**config.mk**
```make
export PLATFORM = sky130hd
export DESIGN_NAME = alu_op_sequencer
export DESIGN_NICKNAME = d
export VERILOG_FILES = /design/src/rtl/alu_op_sequencer.sv
export SDC_FILE = /design/constraint.sdc
export NUM_CORES = 1
export LEC_CHECK = 0
export CAP_MARGIN = 20
export CELL_PAD_IN_SITES_DETAIL_PLACEMENT = 1
export CELL_PAD_IN_SITES_GLOBAL_PLACEMENT = 1
export CORE_ASPECT_RATIO = 1.5
export CORE_MARGIN = 5
export CORE_UTILIZATION = 35
export CTS_CLUSTER_DIAMETER = 60
export DETAILED_ROUTE_END_ITERATION = 10
export GPL_TIMING_DRIVEN = 0
export PLACE_DENSITY = 0.94
export SLEW_MARGIN = 15
export SYNTH_ARGS = -nofsm -noshare
export SYNTH_HDL_FRONTEND = slang
export SYNTH_SLANG_ARGS = --single-unit
```
**constraint.sdc**
```tcl
create_clock -name clk -period 2.6 [get_ports clk]
set_input_delay 0.39 -clock clk [delete_from_list [all_inputs] [get_ports clk]]
set_output_delay 0.39 -clock clk [all_outputs]
set_load 0.02 [all_outputs]
```
**src/rtl/alu_op_sequencer.sv**
```systemverilog
// Sequences one ALU operation: latch operands, pulse the selected unit's init,
// wait on fixed latency or done handshake (with timeout), then register the result.
module alu_op_sequencer #(
  parameter int unsigned COMB_LAT = 1,
  parameter int unsigned TIMEOUT  = 32
) (
  input  logic       clk,
  input  logic       rst,
  input  logic       start,
  input  logic [1:0] opcode,
  input  logic [2:0] portA,
  input  logic [2:0] portB,
  output logic [2:0] op_a,
  output logic [2:0] op_b,
  output logic [3:0] init,
  input  logic [3:0] res_sum,
  input  logic [3:0] res_sub,
  input  logic [5:0] res_mul,
  input  logic [2:0] res_div,
  input  logic       done_mul,
  input  logic       done_div,
  output logic       busy,
  output logic       done,
  output logic [5:0] result,
  output logic       err_div0,
  output logic       err_tmo
);

  typedef enum logic [1:0] {S_IDLE, S_LAUNCH, S_WAIT, S_DONE} state_t;

  localparam logic [5:0] CMB_LAST = 6'(COMB_LAT - 1);
  localparam logic [5:0] TMO_LAST = 6'(TIMEOUT - 1);

  state_t     state_q;
  logic [1:0] opc_q;
  logic [5:0] cnt_q;
  logic [2:0] op_a_q, op_b_q;
  logic [3:0] init_q;
  logic       busy_q, done_q, err_div0_q, err_tmo_q;
  logic [5:0] result_q;

  logic       unit_done_d;
  logic [5:0] unit_res_d;

  // Completion condition and width-adjusted result of the unit selected by the latched opcode.
  always_comb begin
    unit_done_d = 1'b0;
    unit_res_d  = '0;
    case (opc_q)
      2'b00: begin
        unit_done_d = (cnt_q == CMB_LAST);
        unit_res_d  = {2'b00, res_sum};
      end
      2'b01: begin
        unit_done_d = (cnt_q == CMB_LAST);
        unit_res_d  = {{2{res_sub[3]}}, res_sub};
      end
      2'b10: begin
        unit_done_d = done_mul;
        unit_res_d  = res_mul;
      end
      default: begin
        unit_done_d = done_div;
        unit_res_d  = {3'b000, res_div};
      end
    endcase
  end

  always_ff @(posedge clk) begin
    if (rst) begin
      state_q    <= S_IDLE;
      opc_q      <= '0;
      cnt_q      <= '0;
      op_a_q     <= '0;
      op_b_q     <= '0;
      init_q     <= '0;
      busy_q     <= 1'b0;
      done_q     <= 1'b0;
      result_q   <= '0;
      err_div0_q <= 1'b0;
      err_tmo_q  <= 1'b0;
    end else begin
      init_q <= '0;
      done_q <= 1'b0;
      case (state_q)
        S_IDLE: begin
          if (start) begin
            opc_q      <= opcode;
            op_a_q     <= portA;
            op_b_q     <= portB;
            err_div0_q <= 1'b0;
            err_tmo_q  <= 1'b0;
            busy_q     <= 1'b1;
            if (opcode == 2'b11 && portB == 3'd0) begin
              err_div0_q <= 1'b1;
              result_q   <= '1;
              done_q     <= 1'b1;
              state_q    <= S_DONE;
            end else begin
              init_q  <= 4'b0001 << opcode;
              state_q <= S_LAUNCH;
            end
          end
        end
        S_LAUNCH: begin
          cnt_q   <= '0;
          state_q <= S_WAIT;
        end
        S_WAIT: begin
          cnt_q <= cnt_q + 6'd1;
          // A unit completion in the final timeout cycle takes priority over the abort.
          if (unit_done_d) begin
            result_q <= unit_res_d;
            done_q   <= 1'b1;
            state_q  <= S_DONE;
          end else if ((opc_q[1] == 1'b1) && (cnt_q == TMO_LAST)) begin
            result_q  <= '1;
            err_tmo_q <= 1'b1;
            done_q    <= 1'b1;
            state_q   <= S_DONE;
          end
        end
        S_DONE: begin
          busy_q  <= 1'b0;
          state_q <= S_IDLE;
        end
        default: state_q <= S_IDLE;
      endcase
    end
  end

  assign op_a     = op_a_q;
  assign op_b     = op_b_q;
  assign init     = init_q;
  assign busy     = busy_q;
  assign done     = done_q;
  assign result   = result_q;
  assign err_div0 = err_div0_q;
  assign err_tmo  = err_tmo_q;

endmodule

```
== After elaboration in Yosys (flattened, before gate mapping) ==
Index checks and enable logic that the tools add are counted.

* Register bits after elaboration: 30
* Bits of input ports: 30
* Output and inout port bits: 20
* Logic and storage cells: 67

* Add/subtract/negate cells: 1
* Equality and inequality tests: 12
* Shifts and indexed selects: 1
* Muxes and demuxes: 24
* Bitwise logic cells: 2
* Reductions and logical operators: 16

{| class="wikitable"
|+ Operators with widths
! cell !! number
|-
| 2-to-1 mux 6 bit || 4
|-
| one-hot mux 6 bit (2 select lines) || 2
|-
| one-hot mux 6 bit (3 select lines) || 1
|-
| equality test 2 bit (second input constant) || 4
|-
| 2-to-1 mux 1 bit || 8
|-
| 2-to-1 mux 2 bit || 4
|-
| inequality test 2 bit (second input constant) || 4
|-
| one-hot mux 1 bit (2 select lines) || 4
|-
| one-hot mux 2 bit (4 select lines) || 1
|-
| AND reduction 4 bit || 2
|-
| adder 6 x 1 -> 6 bit (second input constant) || 1
|-
| equality test 6 x 5 -> 1 bit (second input constant) || 1
|-
| logical NOT 6 bit || 1
|-
| AND reduction 2 bit || 3
|-
| nonzero test 2 bit || 3
|-
| equality test 2 x 1 -> 1 bit (second input constant) || 2
|-
| logical NOT 2 bit || 2
|-
| OR reduction 4 bit || 1
|-
| << shifter 1 x 2 -> 4 bit (first input constant) || 1
|-
| logical NOT 3 bit || 1
|-
| inequality test 3 bit (second input constant) || 1
|-
| logical AND 1 bit || 2
|-
| NOT 1 bit || 2
|-
| OR reduction 2 bit || 1
|}

== Longest topological paths before layout ==
* Depth in word-level cells: 5
* Depth in mapped cells: 7
* Depth with buffers taken out: 6

== Worst setup path before layout ==
OpenSTA, ideal clock, no wires.

* Path kind: register -> register
* Start: register opc_q[0]
* End: register err_tmo_q, in the netlist err_tmo
* Setup time: 0.086 ns
* Arrival: 1.628 ns
* Slack: 0.885 ns
* Stages on the path, launching flop included: 6
* Path buffers: 1
* Clock period less this slack: 1.715 ns
* Cells stage by stage: dfxtp_1 buf_6 mux2_4 a32o_2 or4_4 a221oi_2

* Word-level cells in the longest chain between the ends: 5
* Elaborated cells between the ends (all ways): 7

{| class="wikitable"
|+ Ends and longest elaborated chain
! what !! RTL line !! RTL
|-
| start: declaration || 35 || <nowiki>logic [1:0] opc_q;</nowiki>
|-
| start signal: assignment || 88 || <nowiki>opc_q <= opcode;</nowiki>
|-
| equality test 2 x 1 -> 1 bit / logical NOT 2 bit (equally long branches) || 49 || <nowiki>case (opc_q)</nowiki>
|-
| OR reduction 2 bit (no line) || n/a ||
|-
| one-hot mux 1 bit (2 select lines) * || 49 ||
|-
| inequality test 2 bit (no line) * || n/a ||
|-
| AND reduction 4 bit (no line) * || n/a ||
|-
| end signal: assignment || 81 || <nowiki>err_tmo_q <= 1'b0;</nowiki>
|-
| end signal: assignment || 92 || <nowiki>err_tmo_q <= 1'b0;</nowiki>
|-
| end signal: assignment || 118 || <nowiki>err_tmo_q <= 1'b1;</nowiki>
|-
| end: declaration || 39 || <nowiki>logic busy_q, done_q, err_div0_q, err_tmo_q;</nowiki>
|}

Every way passes the cells marked *; elsewhere a longest branch is shown, timed or not.
A chain may end at the register's enable or synchronous reset.

== Final worst setup path ==
* Start: input port opcode[1]
* End: register result_q[0], in the netlist result[0]

* Word-level cells in the longest chain between the ends: 4

{| class="wikitable"
|+ Ends and longest elaborated chain
! what !! RTL line !! RTL
|-
| start: declaration || 10 || <nowiki>input logic [1:0] opcode,</nowiki>
|-
| equality test 2 bit || 94 || <nowiki>if (opcode == 2'b11 && portB == 3'd0) begin</nowiki>
|-
| logical AND 1 bit || 94 ||
|-
| inequality test 2 bit (no line) || n/a ||
|-
| AND reduction 4 bit (no line) || n/a ||
|-
| end signal: assignment || 113 || <nowiki>result_q <= unit_res_d;</nowiki>
|-
| end: declaration || 40 || <nowiki>logic [5:0] result_q;</nowiki>
|}

No other way between the ends.

==> flow_summary.ini <==
[pwr]
p_comb_share_pct = 27.0
power_density_mw_per_mm2 = 610
switching_share_pct = 29.5
p_sw_uw = 367
power_frac_seq_pct = 41.7
internal_power_uw = 879
clkPwrFrac_pct = 31.3
power_leakage_uw = 0.000746
peakVddDrop_v = 0.000390

[layout]
layout.nets = 241
final_area_mm2 = 0.00204
n_antenna_cell = 0
layout_commonest_cell = clkdlybuf4s50_1
area_growth_pct = 45.8
post_layout_nonfiller_instances = 252
drive_above_1_share_pct = 11.1
final_cell_mix = clkdlybuf4s50_1 (49), dfxtp_1 (30), nand2_1 (25), a21oi_1 (15), inv_1 (10)

[cts]
cts_setup_buffers = 0
cts_buffers = 5
path_clk_slew_ps = 70
cts_tree = yes
htree_levels = 2
cts.path.max_buffers = 2
cts_sinks = 30
cts.repair.resized = 0
insertion_delay_ps = 280
cts-root-buf = clkbuf_8
cts_hold_buf = 0

[synthesis]
yosys.area.top_type = dfxtp_1
synth-edff-count = 0
yosysWarnings = 0
netlist_instances = 150
synth_area_leaders = dfxtp_1 (43%), nand2_1 (6.7%), o221a_2 (6.4%), mux4_1 (5.6%), a21oi_1 (5.4%)
ys_seq_area_share_pct = 42.9
synth-seq-cells = 30
synth_top_flop_cell = dfxtp_1
syn-cell-area_mm2 = 0.00140
yosys.area.top_type_share_pct = 42.9
synth.distinct_cells = 35
synth.net_count = 185
async_flop_share_pct = 0
avgSynthCellArea_um2 = 9.34

[detailed_routing]
vias = 1341
drc = 0
wire_per_inst_um = 16.5
postRouteAntennaNets = 0
drt-vias-per-instance = 5.32
routed_wl_um = 4170
drt_iter0_markers = 18
dr.pass1.iters = 4

[floorplan]
io_pins = 50
die_y_um = 87.5
coreArea_mm2 = 0.00392
initial_core_util_pct = 35.7
die-width_um = 61.7
fp-row-count = 28
dieArea_mm2 = 0.00540

[worst_setup_path]
crit_chain = clkdlybuf4s50_1 > nand2_1 > o41ai_1 > nand3_1 > o221a_2
reg2regPathDepth = 6
start_kind = input port
cp.depth = 5
critPathTopFamily = compound AO/OA/AOI/OAI gates
max_stage_delay_ps = 570
cp.arrival_ps = 2170
end_kind = register
cp.required_ps = 2780
crit_type = in2reg
worst_path_max_delay_cell = clkdlybuf4s50_1
cp_max_fo = 6
cp.buffers_inverters = 1

[timing]
slew_viol_final = 0
fin_worst_skew_ps = 5.25
hold_viol_final = 0
layout_min_cycle_time_ps = 1990
setup_viol = 0
tns_ps = 0
relSlewSlack_pct = 66.6
rsz0062_at_grt = false
worst_slew_pin_slew_ps = 501
fmax_mhz = 502
period_share_pct = 76.7

[place]
dp.cells = 244
gp_congestion = 0.812
dpl_cell_area_mm2 = 0.00195
dp_hpwl_um = 3220
portBuffers = 49

[global_route]
antenna_found_initial = 0
gr-total-overflow = 0
grt_use_total_pct = 17.4
grt_start_max_net_pins = 11
grt_pass1_wl_um = 6910
grt_pass1_vias = 1515

[min_path]
worstHoldPathType = reg2reg
hold_depth = 2

[outcome]
status = complete, no violations

[job]
maxCapViolCount = 0
[sequential cells by signal, indices dropped and copies added, names as in the netlist]
register,cells
cnt_q,6
result,6
init,4
op_a,3
op_b,3
opc_q,2
state_q,2
busy,1
done,1
err_div0,1
err_tmo,1
[final timing paths]
kind               from        end  slack [ps]
max           opcode[1]  result[0]         610
min             op_b[1]    op_b[1]         460
max reg2reg  state_q[0]   cnt_q[5]         740
min reg2reg     op_b[1]    op_b[1]         460
[metal layers]
layer	vias to the layer above	GRT usage, %	part of all wire [%]
li1	650	-	-
met1	648	18.1	36
met5	-	0	0
met2	32	30.4	55
met3	11	5.19	5.9
met4	0	8.49	3.0
[synthesized netlist by cell type (2+ instances only)]
master / count
nand2b_1: 4
nand3_1: 3
a21oi_1: 15
xor2_1: 2
clkbuf_1: 6
o41ai_1: 2
nand2_1: 25
nor4_1: 3
nand4_1: 2
nor4b_1: 2
nand3b_1: 3
dfxtp_1: 30
nor2_1: 6
inv_1: 10
ha_1: 5
o21ai_0: 4
mux4_1: 3
o221a_2: 8
[worst register-to-register path: stages, from the launching register on]
cell and delay [ps]:
dfxtp_1 360, inv_1 80, ha_1 280, clkbuf_1 310, nand4_1 230, or3_1 390, a21oi_1 130
[power groups by stage]
stage	sequential, µW	combinational [µW]	clock, µW
floorplan	566	148	0
global placement	527	327	0
detailed placement	530	336	0
CTS	520	339	401
global route	524	366	431
finish	520	336	391
[metrics by stage]
step / utilization [%] / hold WS [ps] / power [µW] / worst slack [ps]
after floorplan: - / 466 / 713 / 885
after global routing: 52.1 / 492 / 1320 / 461
after CTS: 52.1 / 464 / 1260 / 621
after global placement: 49.6 / 443 / 855 / 330
after detailed placement: 49.6 / 452 / 867 / 336
final: 52.1 / 458 / 1250 / 606
[cells by family (layout without fill, tap and decap cells)]
| family | count (synthesis) | in the layout | share of synthesized area (%) |
|---|---|---|---|
| adders and majority gates | 5 | 5 | 4.46 |
| AOI/OAI and AO/OA | 35 | 35 | 18.6 |
| and+or+nand+nor | 54 | 54 | 19.4 |
| DFF | 30 | 30 | 42.9 |
| xor gates and xnor gates | 3 | 3 | 1.88 |
| buffers and inverters | 18 | 75 | 5.45 |
| muxes | 5 | 5 | 7.41 |
[cell type report]
| type | count | area, µm² |
|---|---|---|
| fillers | 463 | 1880 |
| multi-input cells | 102 | 724 |
| flip-flops and latches | 30 | 601 |
| repair buffers | 49 | 490 |
| clock buffers | 6 | 82.6 |
| well taps | 45 | 56.3 |
| plain buffers | 8 | 38.8 |
| inverters | 10 | 37.5 |
| clock inverters | 2 | 12.5 |
Note: power is estimated with default switching activity, not from simulation.
